--- config.mk ---
export PLATFORM = sky130hd
export DESIGN_NAME = instr_encoder
export DESIGN_NICKNAME = d
export VERILOG_FILES = /design/src/rtl/instr_encoder.sv
export SDC_FILE = /design/constraint.sdc
export NUM_CORES = 1
export LEC_CHECK = 0
export CORE_ASPECT_RATIO = 0.8
export CORE_MARGIN = 2
export CORE_UTILIZATION = 25
export DETAILED_ROUTE_END_ITERATION = 8
export GPL_TIMING_DRIVEN = 0
export PLACE_DENSITY_LB_ADDON = 0.15
export SLEW_MARGIN = 20
export SYNTH_ARGS = -nofsm -noshare
export SYNTH_HDL_FRONTEND = slang
export SYNTH_SLANG_ARGS = --single-unit
--- constraint.sdc ---
create_clock -name clk -period 4.1 [get_ports clk]
set_clock_uncertainty 0.15 [all_clocks]
set_input_delay 0.41 -clock clk [delete_from_list [all_inputs] [get_ports clk]]
set_output_delay 0.41 -clock clk [all_outputs]
set_load 0.01 [all_outputs]
--- src/rtl/instr_encoder.sv ---
// MIPS instruction encoder: turns mnemonic/field commands into 32-bit words
// and buffers them in a DEPTH-entry FIFO with a ready/valid handshake on each side.
module instr_encoder #(
    parameter  int DEPTH = 4,
    localparam int AW    = $clog2(DEPTH)
) (
    input  logic          clk,
    input  logic          rst_n,
    input  logic          cmd_valid,
    output logic          cmd_ready,
    input  logic [4:0]    cmd_mnem,
    input  logic [4:0]    cmd_rs,
    input  logic [4:0]    cmd_rt,
    input  logic [4:0]    cmd_rd,
    input  logic [4:0]    cmd_shamt,
    input  logic [15:0]   cmd_imm,
    output logic          instr_valid,
    input  logic          instr_ready,
    output logic [31:0]   instr_word,
    output logic          err,
    output logic [7:0]    err_cnt,
    output logic [AW:0]   level
);

    logic [31:0] mem [DEPTH];
    logic [AW:0] wr_ptr;
    logic [AW:0] rd_ptr;
    logic        full;
    logic        empty;
    logic        legal;
    logic        cmd_hs;
    logic        push;
    logic        pop;

    logic [5:0]  op;
    logic [5:0]  funct;
    logic        rtype;
    logic        imm_shift;
    logic [31:0] enc_word;

    always_comb begin
        op        = 6'h00;
        funct     = 6'h00;
        rtype     = 1'b1;
        imm_shift = 1'b0;
        case (cmd_mnem)
            5'd0:  funct = 6'h20;
            5'd1:  funct = 6'h21;
            5'd2:  funct = 6'h22;
            5'd3:  funct = 6'h23;
            5'd4:  funct = 6'h24;
            5'd5:  funct = 6'h25;
            5'd6:  funct = 6'h26;
            5'd7:  funct = 6'h27;
            5'd8:  funct = 6'h2a;
            5'd9:  begin funct = 6'h00; imm_shift = 1'b1; end
            5'd10: begin funct = 6'h02; imm_shift = 1'b1; end
            5'd11: begin funct = 6'h03; imm_shift = 1'b1; end
            5'd12: funct = 6'h04;
            5'd13: funct = 6'h06;
            5'd14: funct = 6'h07;
            5'd15: begin rtype = 1'b0; op = 6'h08; end
            5'd16: begin rtype = 1'b0; op = 6'h09; end
            5'd17: begin rtype = 1'b0; op = 6'h0c; end
            5'd18: begin rtype = 1'b0; op = 6'h0d; end
            5'd19: begin rtype = 1'b0; op = 6'h0e; end
            5'd20: begin rtype = 1'b0; op = 6'h04; end
            5'd21: begin rtype = 1'b0; op = 6'h05; end
            5'd22: begin rtype = 1'b0; op = 6'h23; end
            5'd23: begin rtype = 1'b0; op = 6'h2b; end
            default: ;
        endcase
        // shamt-style shifts carry no rs; every other R-type carries no shamt
        if (rtype)
            enc_word = {6'h00, (imm_shift ? 5'd0 : cmd_rs), cmd_rt, cmd_rd,
                        (imm_shift ? cmd_shamt : 5'd0), funct};
        else
            enc_word = {op, cmd_rs, cmd_rt, cmd_imm};
    end

    assign full        = (wr_ptr[AW] != rd_ptr[AW]) && (wr_ptr[AW-1:0] == rd_ptr[AW-1:0]);
    assign empty       = (wr_ptr == rd_ptr);
    assign cmd_ready   = !full;
    assign instr_valid = !empty;
    assign legal       = (cmd_mnem < 5'd24);
    assign cmd_hs      = cmd_valid && cmd_ready;
    assign push        = cmd_hs && legal;
    assign pop         = instr_valid && instr_ready;
    assign level       = wr_ptr - rd_ptr;
    // head is gated so a stale storage entry never shows while empty
    assign instr_word  = empty ? 32'h0 : mem[rd_ptr[AW-1:0]];

    always_ff @(posedge clk) begin
        if (push)
            mem[wr_ptr[AW-1:0]] <= enc_word;
    end

    always_ff @(posedge clk or negedge rst_n) begin
        if (!rst_n) begin
            wr_ptr  <= '0;
            rd_ptr  <= '0;
            err     <= 1'b0;
            err_cnt <= 8'd0;
        end else begin
            if (push)
                wr_ptr <= wr_ptr + 1'b1;
            if (pop)
                rd_ptr <= rd_ptr + 1'b1;
            err <= cmd_hs && !legal;
            if (cmd_hs && !legal && (err_cnt != 8'hff))
                err_cnt <= err_cnt + 8'd1;
        end
    end

endmodule

==> flow_metrics.env, run 1 <==
export IMPL_wl_per_cell_um=17.4
export IMPL_critPathMaxFanout=10
export IMPL_post_dp_cell_area_um2=7320
export IMPL_row_count=50
export IMPL_path_clk_slew_ns=0.06
export IMPL_synthFlopType="edfxtp_1"
export IMPL_grt_usage_pct=11.4
export IMPL_synth_edf_count=124
export IMPL_drc=0
export IMPL_worst_ir_drop_vdd_mv=0.228
export IMPL_synth_compound_area_share_pct=3.55
export IMPL_insertion_delay_ns=0.41
export IMPL_setup_ws_ns=0.306
export IMPL_yosys_area_top_type="edfxtp_1"
export IMPL_vias_per_cell=4.20
export IMPL_max_cap_violations=0
export IMPL_clockRootBuffer="clkbuf_16"
export IMPL_fillers=2283
export IMPL_hold_class="input pin to async pin"
export IMPL_design_area_um2=7880
export IMPL_worst_setup_path_startpoint="rd_ptr[1]$_DFFE_PN0P_"
export IMPL_rr_startpoint="rd_ptr[1]$_DFFE_PN0P_"
export IMPL_worstPathArrival_ns=3.23
export IMPL_drt_pass1_iter_count=4
export IMPL_synth_top_area_share_pct=62.9
export IMPL_htree_levels=4
export IMPL_synth_nets=390
export IMPL_drt_iter0_drc=201
export IMPL_vias=3249
export IMPL_syn2layout_area_growth_pct=33.0
export IMPL_dr_max_layer_used="met4"
export IMPL_diodes=0
export IMPL_hold_viol=0
export IMPL_pin_count=91
export IMPL_synth_cells=336
export IMPL_reg2reg_to="mem[0][1]$_DFFE_PP_"
export IMPL_ys_seq_area_share_pct=69.2
export IMPL_fin_crit_ns=3.79
export IMPL_die_w_um=176
export IMPL_drive_gt1_share_pct=20.4
export IMPL_synth_async_reset_ratio_pct=10.8
export IMPL_endpoint="instr_word[22]"
export IMPL_final_cell_mix="124 x edfxtp_1, 89 x clkdlybuf4s50_1, 32 x and2_1"
export IMPL_met3WireLength_um=755
export IMPL_start_util_pct=25.4
export IMPL_tightest_slew_ns=0.789
export IMPL_grt_first_pass_wirelength_mm=20.7
export IMPL_clock_sinks=139
export IMPL_yosys_warnings=0
export IMPL_rsz0062_at_grt="no"
export IMPL_synthMuxAreaShare_pct=13.5
export IMPL_grt_pass1_vias=3561
export IMPL_final_common_cell="edfxtp_1"
export IMPL_met2_length_mm=6.49
export IMPL_p_per_area_nw_per_um2=740
export IMPL_yosysUniqueCellTypes=40
export IMPL_grt_max_degree=23
export IMPL_cts_buffer_depth=2
export IMPL_post_route_util_pct=33.7
export IMPL_synth_area_leaders="edfxtp_1 63%, mux4_2 12%, dfrtp_1 6.3%"
export IMPL_syn_area_um2=5920
export IMPL_post_cts_buffers=0
export IMPL_fp_coreArea_um2=23300
export IMPL_yosys_area_share_simple_pct=7.71
export IMPL_wl_met1_mm=6.14
export IMPL_antenna_found_initial=0
export IMPL_cts_tree="done"
export IMPL_reg2regPathDepth=8
export IMPL_worstSetupEndpointType="output port"
export IMPL_power_leakage_nw=2.70
export IMPL_period_share_pct=92.5
export IMPL_status="finished, final reports clean"
export IMPL_dp_hpwl_mm=9.16
export IMPL_setup_viol=0
export IMPL_ff2ff_setup_slack_ns=0.99
export IMPL_grt_ovfl_total=0
export IMPL_die_area_um2=24900
export IMPL_gp_congestion=0.719
export IMPL_path_class="flip-flop to output port"
export IMPL_slew_headroom_pct=47.4
export IMPL_multi_input_comb_area_um2=1720
export IMPL_wirelength_mm=13.5
export IMPL_syn_area_per_cell_um2=17.6
export IMPL_setup_tns_ns=0
export IMPL_drtAntennaViolNets=0
export IMPL_synth_top_family_by_area="multiplexers"
export IMPL_die_y_um=142
export IMPL_io_buffers=89
export IMPL_worstPathRequired_ns=3.54
export IMPL_seq_area_um2=4100
export IMPL_cts_made_buffers=17
export IMPL_synthAdderAreaFrac_pct=2.03
export IMPL_start_kind="flip-flop"
export IMPL_maxSlewViolCount=0
export IMPL_fmax_ghz=0.264
export IMPL_place_ws_ns=0.250
export IMPL_synth_xor_xnor_area_share_pct=2.05
export IMPL_finalNetCount=502
export IMPL_ys_seq_elements=139
-- routing by layer --
| metal | track usage [%] | up-vias |
|---|---|---|
| met5 | 0 | - |
| met1 | 14.5 | 1641 |
| met4 | 3.00 | 0 |
| met3 | 4.02 | 7 |
| met2 | 18.6 | 71 |
| li1 | - | 1530 |
-- worst min-delay path by stage --
stage	start	endpoint	slack, ns
final	rst_n	err_cnt[4]$_DFFE_PN0P_	0.28
after CTS	rst_n	err_cnt[4]$_DFFE_PN0P_	0.30
after global routing	rst_n	err_cnt[2]$_DFFE_PN0P_	0.35
after detailed placement	err_cnt[7]$_DFFE_PN0P_	err_cnt[7]$_DFFE_PN0P_	0.35
after floorplan	rst_n	err$_DFF_PN0_	-0.04
after global placement	err_cnt[7]$_DFFE_PN0P_	err_cnt[7]$_DFFE_PN0P_	0.37
-- power by group --
group / total, mW / internal [mW] / switching, mW
clock network: 1.43 / 0.797 / 0.636
registers: 1.95 / 1.84 / 0.101
logic: 2.45 / 1.32 / 1.13
total: 5.83 / 3.96 / 1.87
-- cells by family after synthesis --
| kind of cell | after synthesis |
|---|---|
| DFF | 139 |
| and+or+nand+nor | 78 |
| muxes | 40 |
| AOI/OAI and AO/OA | 29 |
| buffers and inverters | 27 |
| xor gates and xnor gates | 13 |
| adders and majority gates | 9 |
| other | 1 |
-- area by class of cell --
type | instances | area share (%)
buffer | 18 | 1.06
clock buffer | 18 | 5.45
clock inverter | 14 | 1.57
inverter | 9 | 0.429
multi-input combinational | 170 | 21.9
sequential | 139 | 52.0
tap | 312 | 4.96
timing repair buffer | 93 | 12.6
-- synth_stat cells, types with 2 or more instances --
library cell,number
nand3_1,7
and3_1,2
o211a_1,2
nand2_1,9
a31oi_1,2
nor2b_1,7
clkbuf_1,11
nor3_1,4
nor3_2,2
mux4_2,31
a22o_1,5
nor2_1,2
o22ai_1,2
ha_1,8
nand2b_1,4
a21oi_1,7
xnor2_1,5
buf_2,6
dfrtp_1,15
edfxtp_1,124
o21ai_0,5
nor4_1,2
and2_1,36
mux2_2,8
inv_1,9
xor2_1,7
-- registers in the layout, indices dropped and copies added, names as in the netlist --
name	flops
err	1
rd_ptr	3
err_cnt	8
mem	124
wr_ptr	3
-- repair_timing --
action | 4_1_cts | 5_1_grt
gates resized for setup | 1 | 6
setup endpoints to repair | 30 | 29
hold buffers | 0 | 0
-- worst max-delay path, stage by stage (launching register included) --
cell,delay [ns]
dfrtp_1,0.41
clkbuf_1,0.32
clkbuf_2,0.37
inv_1,0.08
ha_1,0.32
nand3_1,0.27
clkbuf_2,0.29
and2_1,0.21
clkdlybuf4s50_1,0.56
-- stage by stage --
stage / hold slack, ns / cells / power (mW)
final: 0.277 / 773 / 5.83
after global routing: 0.346 / 773 / 6.17
after CTS: 0.299 / 773 / 5.95
after detailed placement: 0.353 / 741 / 4.50
after global placement: 0.366 / 737 / 4.44
after floorplan: -0.0356 / 336 / 3.23
No activity file was read; power rests on OpenSTA's default activity.
==> run 2: changes to the inputs <==
- CORE_ASPECT_RATIO: 0.8 -> 1.1
==> run 2 against run 1 <==
Compared with the run above: final cell count decreased by 1.0%; setup slack improved by 0.036 ns; fmax increased by 0.96%; core utilization decreased by 0.33 points; die area about the same; via count increased by 2.7%; cell area decreased by 0.38%; worst hold slack got worse by 0.016 ns; clock power about the same; first-iteration DRC count decreased by 12%; power decreased by 0.56%; critical endpoint is now instr_word[3]; largest cell class unchanged.
==> flow_metrics.env, run 2 (synthesis gave the netlist of run 1 again) <==
export IMPL_antenna_found_initial=0
export IMPL_die_y_um=165
export IMPL_wirelength_mm=13.6
export IMPL_whs_ns=0.261
export IMPL_htree_levels=4
export IMPL_cts_tree="done"
export IMPL_start_kind="flip-flop"
export IMPL_rr_startpoint="rd_ptr[1]$_DFFE_PN0P_"
export IMPL_max_stage_delay_ns=0.55
export IMPL_post_cts_buffers=0
export IMPL_status="finished, final reports clean"
export IMPL_drive_gt1_share_pct=20.0
export IMPL_reg2regPathDepth=8
export IMPL_p_per_area_nw_per_um2=739
export IMPL_drt_iter0_drc=177
export IMPL_drt_pass1_iter_count=6
export IMPL_io_buffers=89
export IMPL_hold_class="input pin to async pin"
export IMPL_stdcell_count=765
export IMPL_syn2layout_area_growth_pct=32.5
export IMPL_insertion_delay_ns=0.42
export IMPL_placed_cells=734
export IMPL_diodes=0
export IMPL_die_area_um2=24900
export IMPL_grt_usage_pct=11.4
export IMPL_worstPathArrival_ns=3.20
export IMPL_gp_congestion=0.744
export IMPL_grt_pass1_vias=3484
export IMPL_drc=0
export IMPL_crit_buf_inv=5
export IMPL_largest_reg_flops=124
export IMPL_final_cell_mix="124 x edfxtp_1, 89 x clkdlybuf4s50_1, 32 x and2_1"
export IMPL_critPathMaxFanout=10
export IMPL_clockRootBuffer="clkbuf_16"
export IMPL_setup_viol=0
export IMPL_drtAntennaViolNets=0
export IMPL_clock_sinks=139
export IMPL_power_leakage_nw=2.70
export IMPL_tightest_slew_ns=0.797
export IMPL_grt_ovfl_total=0
export IMPL_fin_crit_ns=3.76
export IMPL_grt_max_degree=21
export IMPL_pin_count=91
export IMPL_cp_top_family="buffers and inverters"
export IMPL_reg2reg_to="mem[3][26]$_DFFE_PP_"
export IMPL_fmax_ghz=0.266
export IMPL_multi_input_comb_area_um2=1720
export IMPL_dp_hpwl_mm=9.10
export IMPL_worstSetupEndpointType="output port"
export IMPL_setup_tns_ns=0
export IMPL_period_share_pct=91.6
export IMPL_grt_first_pass_wirelength_mm=20.4
export IMPL_seq_area_um2=4100
export IMPL_max_cap_violations=0
export IMPL_fp_coreArea_um2=23500
export IMPL_worstPathRequired_ns=3.54
export IMPL_cp_depth=8
export IMPL_slew_headroom_pct=46.8
export IMPL_cts_resized_gates=1
export IMPL_cts_buffer_depth=2
export IMPL_finalNetCount=502
export IMPL_row_count=59
export IMPL_start_util_pct=25.2
export IMPL_hold_viol=0
export IMPL_rsz0062_at_grt="no"
export IMPL_worst_ir_drop_vdd_mv=0.477
export IMPL_cts_made_buffers=17
export IMPL_crit_chain="clkbuf_1 > buf_2 > inv_1 > ha_1 > nand3_1 > clkbuf_2 > and2_1 > clkdlybuf4s50_1"
export IMPL_die_w_um=151
export IMPL_fillers=2278
export IMPL_vias=3336
export IMPL_path_class="flip-flop to output port"
export IMPL_vias_per_cell=4.36
export IMPL_wl_per_cell_um=17.8
export IMPL_maxSlewViolCount=0
export IMPL_path_clk_slew_ns=0.06
export IMPL_final_common_cell="edfxtp_1"
export IMPL_critPathSlowestCell="clkdlybuf4s50_1"
export IMPL_cts_hold_buf=0
export IMPL_ff2ff_setup_slack_ns=0.97
-- run 2: changes by cell type in the layout (fill, tap and decap cells not counted) --
cell / previous run / this run
buf_12: 1 / 3
buf_16: 3 / 1
buf_2: 6 / 7
bufinv_16: 0 / 1
clkbuf_1: 8 / 7
clkbuf_2: 4 / 3
clkinv_1: 0 / 2
clkinv_2: 0 / 3
clkinv_4: 1 / 4
clkinvlp_4: 3 / 1
inv_6: 8 / 3
inv_8: 2 / 0
-- run 2: area by class of cell --
cell class | count | area share [%]
Clock inverter | 14 | 1.55
Clock buffer | 17 | 5.42
Sequential cell | 139 | 52.2
Inverter | 9 | 0.431
Tap cell | 305 | 4.86
Multi-Input combinational cell | 170 | 21.9
Buffer | 18 | 1.07
Timing Repair Buffer | 93 | 12.5
-- run 2: power by group --
part / switching, mW / internal (mW) / total, mW / leakage [nW]
sequential: 0.103 / 1.84 / 1.95 / 1.33
clock: 0.589 / 0.830 / 1.42 / 0.269
combinational: 1.12 / 1.31 / 2.43 / 1.10
-- run 2: worst max path at each step --
stage / slack [ns] / end / startpoint
finish: 0.34 / instr_word[3] / rd_ptr[1]$_DFFE_PN0P_
global route: 0.02 / instr_word[25] / rd_ptr[1]$_DFFE_PN0P_
CTS: 0.009 / instr_word[19] / rd_ptr[1]$_DFFE_PN0P_
detailed placement: 0.21 / instr_word[19] / rd_ptr[1]$_DFFE_PN0P_
global placement: -0.30 / mem[3][18]$_DFFE_PP_ / rd_ptr[1]$_DFFE_PN0P_
floorplan: 1.09 / mem[3][0]$_DFFE_PP_ / rd_ptr[1]$_DFFE_PN0P_
-- run 2: per-layer routing --
metal / vias up / GRT usage [%] / part of all wire (%)
met2: 101 / 18.8 / 48
met1: 1693 / 14.3 / 45
met5: - / 0 / 0
met4: 0 / 3.70 / 1.2
li1: 1526 / - / -
met3: 16 / 3.60 / 6.2
-- run 2: worst reg2reg max path, stage by stage, from the launching register on --
cell and delay, ns:
dfrtp_1 0.40, clkbuf_1 0.32, buf_2 0.36, inv_1 0.08, ha_1 0.31, nand2_1 0.14, o211a_1 0.27, and2_2 0.55
buf_16 0.24
-- run 2: per-stage QoR --
stage | power [mW] | setup slack [ns] | instance area, um^2 | util (%)
floorplan | 3.23 | 1.09 | 5920 | -
CTS | 5.91 | 0.00855 | 7840 | 33.4
global placement | 4.43 | -0.300 | 7190 | 30.6
finish | 5.80 | 0.342 | 7850 | 33.4
global route | 6.17 | 0.0179 | 7850 | 33.4
detailed placement | 4.47 | 0.212 | 7290 | 31.1
==> edit: new RTL, settings of run 1 <==
`DEPTH`: 4 -> 2.
--- a/src/rtl/instr_encoder.sv
+++ b/src/rtl/instr_encoder.sv
@@ -1,7 +1,7 @@
 // MIPS instruction encoder: turns mnemonic/field commands into 32-bit words
 // and buffers them in a DEPTH-entry FIFO with a ready/valid handshake on each side.
 module instr_encoder #(
-    parameter  int DEPTH = 4,
+    parameter  int DEPTH = 2,
     localparam int AW    = $clog2(DEPTH)
 ) (
     input  logic          clk,
Interface: changed (resized level); port bits go from 91 to 90. The function was not compared with the original's and may differ.
==> edit against run 1 <==
- power fell by 36%
- sequential cell count fell by 64
- sequential share of layout area fell by 7.4 points
- via count fell by 27%
- critical path type unchanged
- register-to-register slack improved by 0.69 ns
- critical path depth fell by 1
- routed wire length fell by 38%
- first-iteration DRC count fell by 51%
- design area fell by 38%
- largest cell class unchanged
- combinational power fell by 27%
- synthesized area fell by 42%
- worst setup slack improved by 0.61 ns
==> edit: results (changes against run 1) <==
[synth]
synthTopCellsByArea = edfxtp_1 (55%), dfrtp_1 (9.5%), mux2i_1 (9.4%), nor2_1 (4.0%), mux2_2 (3.3%)  ; was edfxtp_1 (63%), mux4_2 (12%), dfrtp_1 (6.3%), and2_1 (3.8%), ha_1 (1.7%)
synthXorXnorAreaFrac_pct = 2.53  ; was 2.05%
synth_compound_gate_area_share_pct = 5.76  ; was 3.55%
ys_async_sr_fraction_pct = 17.3  ; was 10.8%
synth_common_cells = edfxtp_1 (62), nor2_1 (36), mux2i_1 (32)  ; was edfxtp_1 (124), and2_1 (36), mux4_2 (31)
syn-num-nets = 307  ; was 390
synthAdderAreaFrac_pct = 0.733  ; was 2.03%
synthMuxAreaShare_pct = 13.1  ; was 13.5%

[cts]
htreeDepth = 3  ; was 4
numCtsBuffers = 9  ; was 17
clock_insertion_delay_worst_skew_ns = 0.32  ; was 0.41 ns

[drt]
wl_met2_microns = 3780  ; was 6490 microns
wire_per_inst_microns = 15.3  ; was 17.4 microns
wl_met1_microns = 4060  ; was 6140 microns
dr_wl_met3_microns = 436  ; was 755 microns
totalWireLength_microns = 8400  ; was 13500 microns

[placement]
placed_area_sq_um = 4590  ; was 7320 sq um
place_ws_ns = 1.16  ; was 0.250 ns
place.gp.congestion = 0.762  ; was 0.719
dp_cells = 534  ; was 741
dpl.hpwl_microns = 5880  ; was 9160 microns
io_buffers = 88  ; was 89

[worst_setup_path]
critPathMaxStageDelay_ns = 0.51  ; was 0.56 ns
worstPathArrival_ns = 2.62  ; was 3.23 ns

[grt]
first_global_vias = 2356  ; was 3561
grt_max_degree = 22  ; was 23
use_met3_pct = 3.66  ; was 4.02%
groute.usage.overall_pct = 12.0  ; was 11.4%

[run_status]
status = finished, final reports clean  ; unchanged

[cells_and_area]
nets = 412  ; was 502
nFillCells = 1298  ; was 2283

[floorplan]
fp.dieArea_sq_um = 14600  ; was 24900 sq um

[power_and_ir_drop]
p_sw_mw = 1.26  ; was 1.87 mW
finalPower_mw = 3.74  ; was 5.83 mW

-- edit: final timing paths --
path | startpoint | to | slack [ns] | cells past startpoint
hold / removal | rst_n | err_cnt[7]$_DFFE_PN0P_ | 0.33 | 1
hold reg to reg | err_cnt[0]$_DFFE_PN0P_ | err_cnt[0]$_DFFE_PN0P_ | 0.39 | 1
setup reg to reg | wr_ptr[0]$_DFFE_PN0N_ | mem[1][9]$_DFFE_PP_ | 1.68 | 8
max in group asynchronous | rst_n | rd_ptr[1]$_DFFE_PN0P_ | 3.04 | 1
min in group clk | err_cnt[0]$_DFFE_PN0P_ | err_cnt[0]$_DFFE_PN0P_ | 0.39 | 1
setup / recovery | wr_ptr[0]$_DFFE_PN0N_ | instr_word[1] | 0.92 | 7
-- edit: layout make-up --
cell class	count	area [sq um]	area share, %
inverter	9	33.8	0.689
timing repair buffer	94	942	19.2
sequential	75	2190	44.6
clock buffer	9	225	4.59
buffer	15	67.6	1.38
multi-input combinational	161	1130	23.1
tap	180	225	4.59
clock inverter	7	91.3	1.86
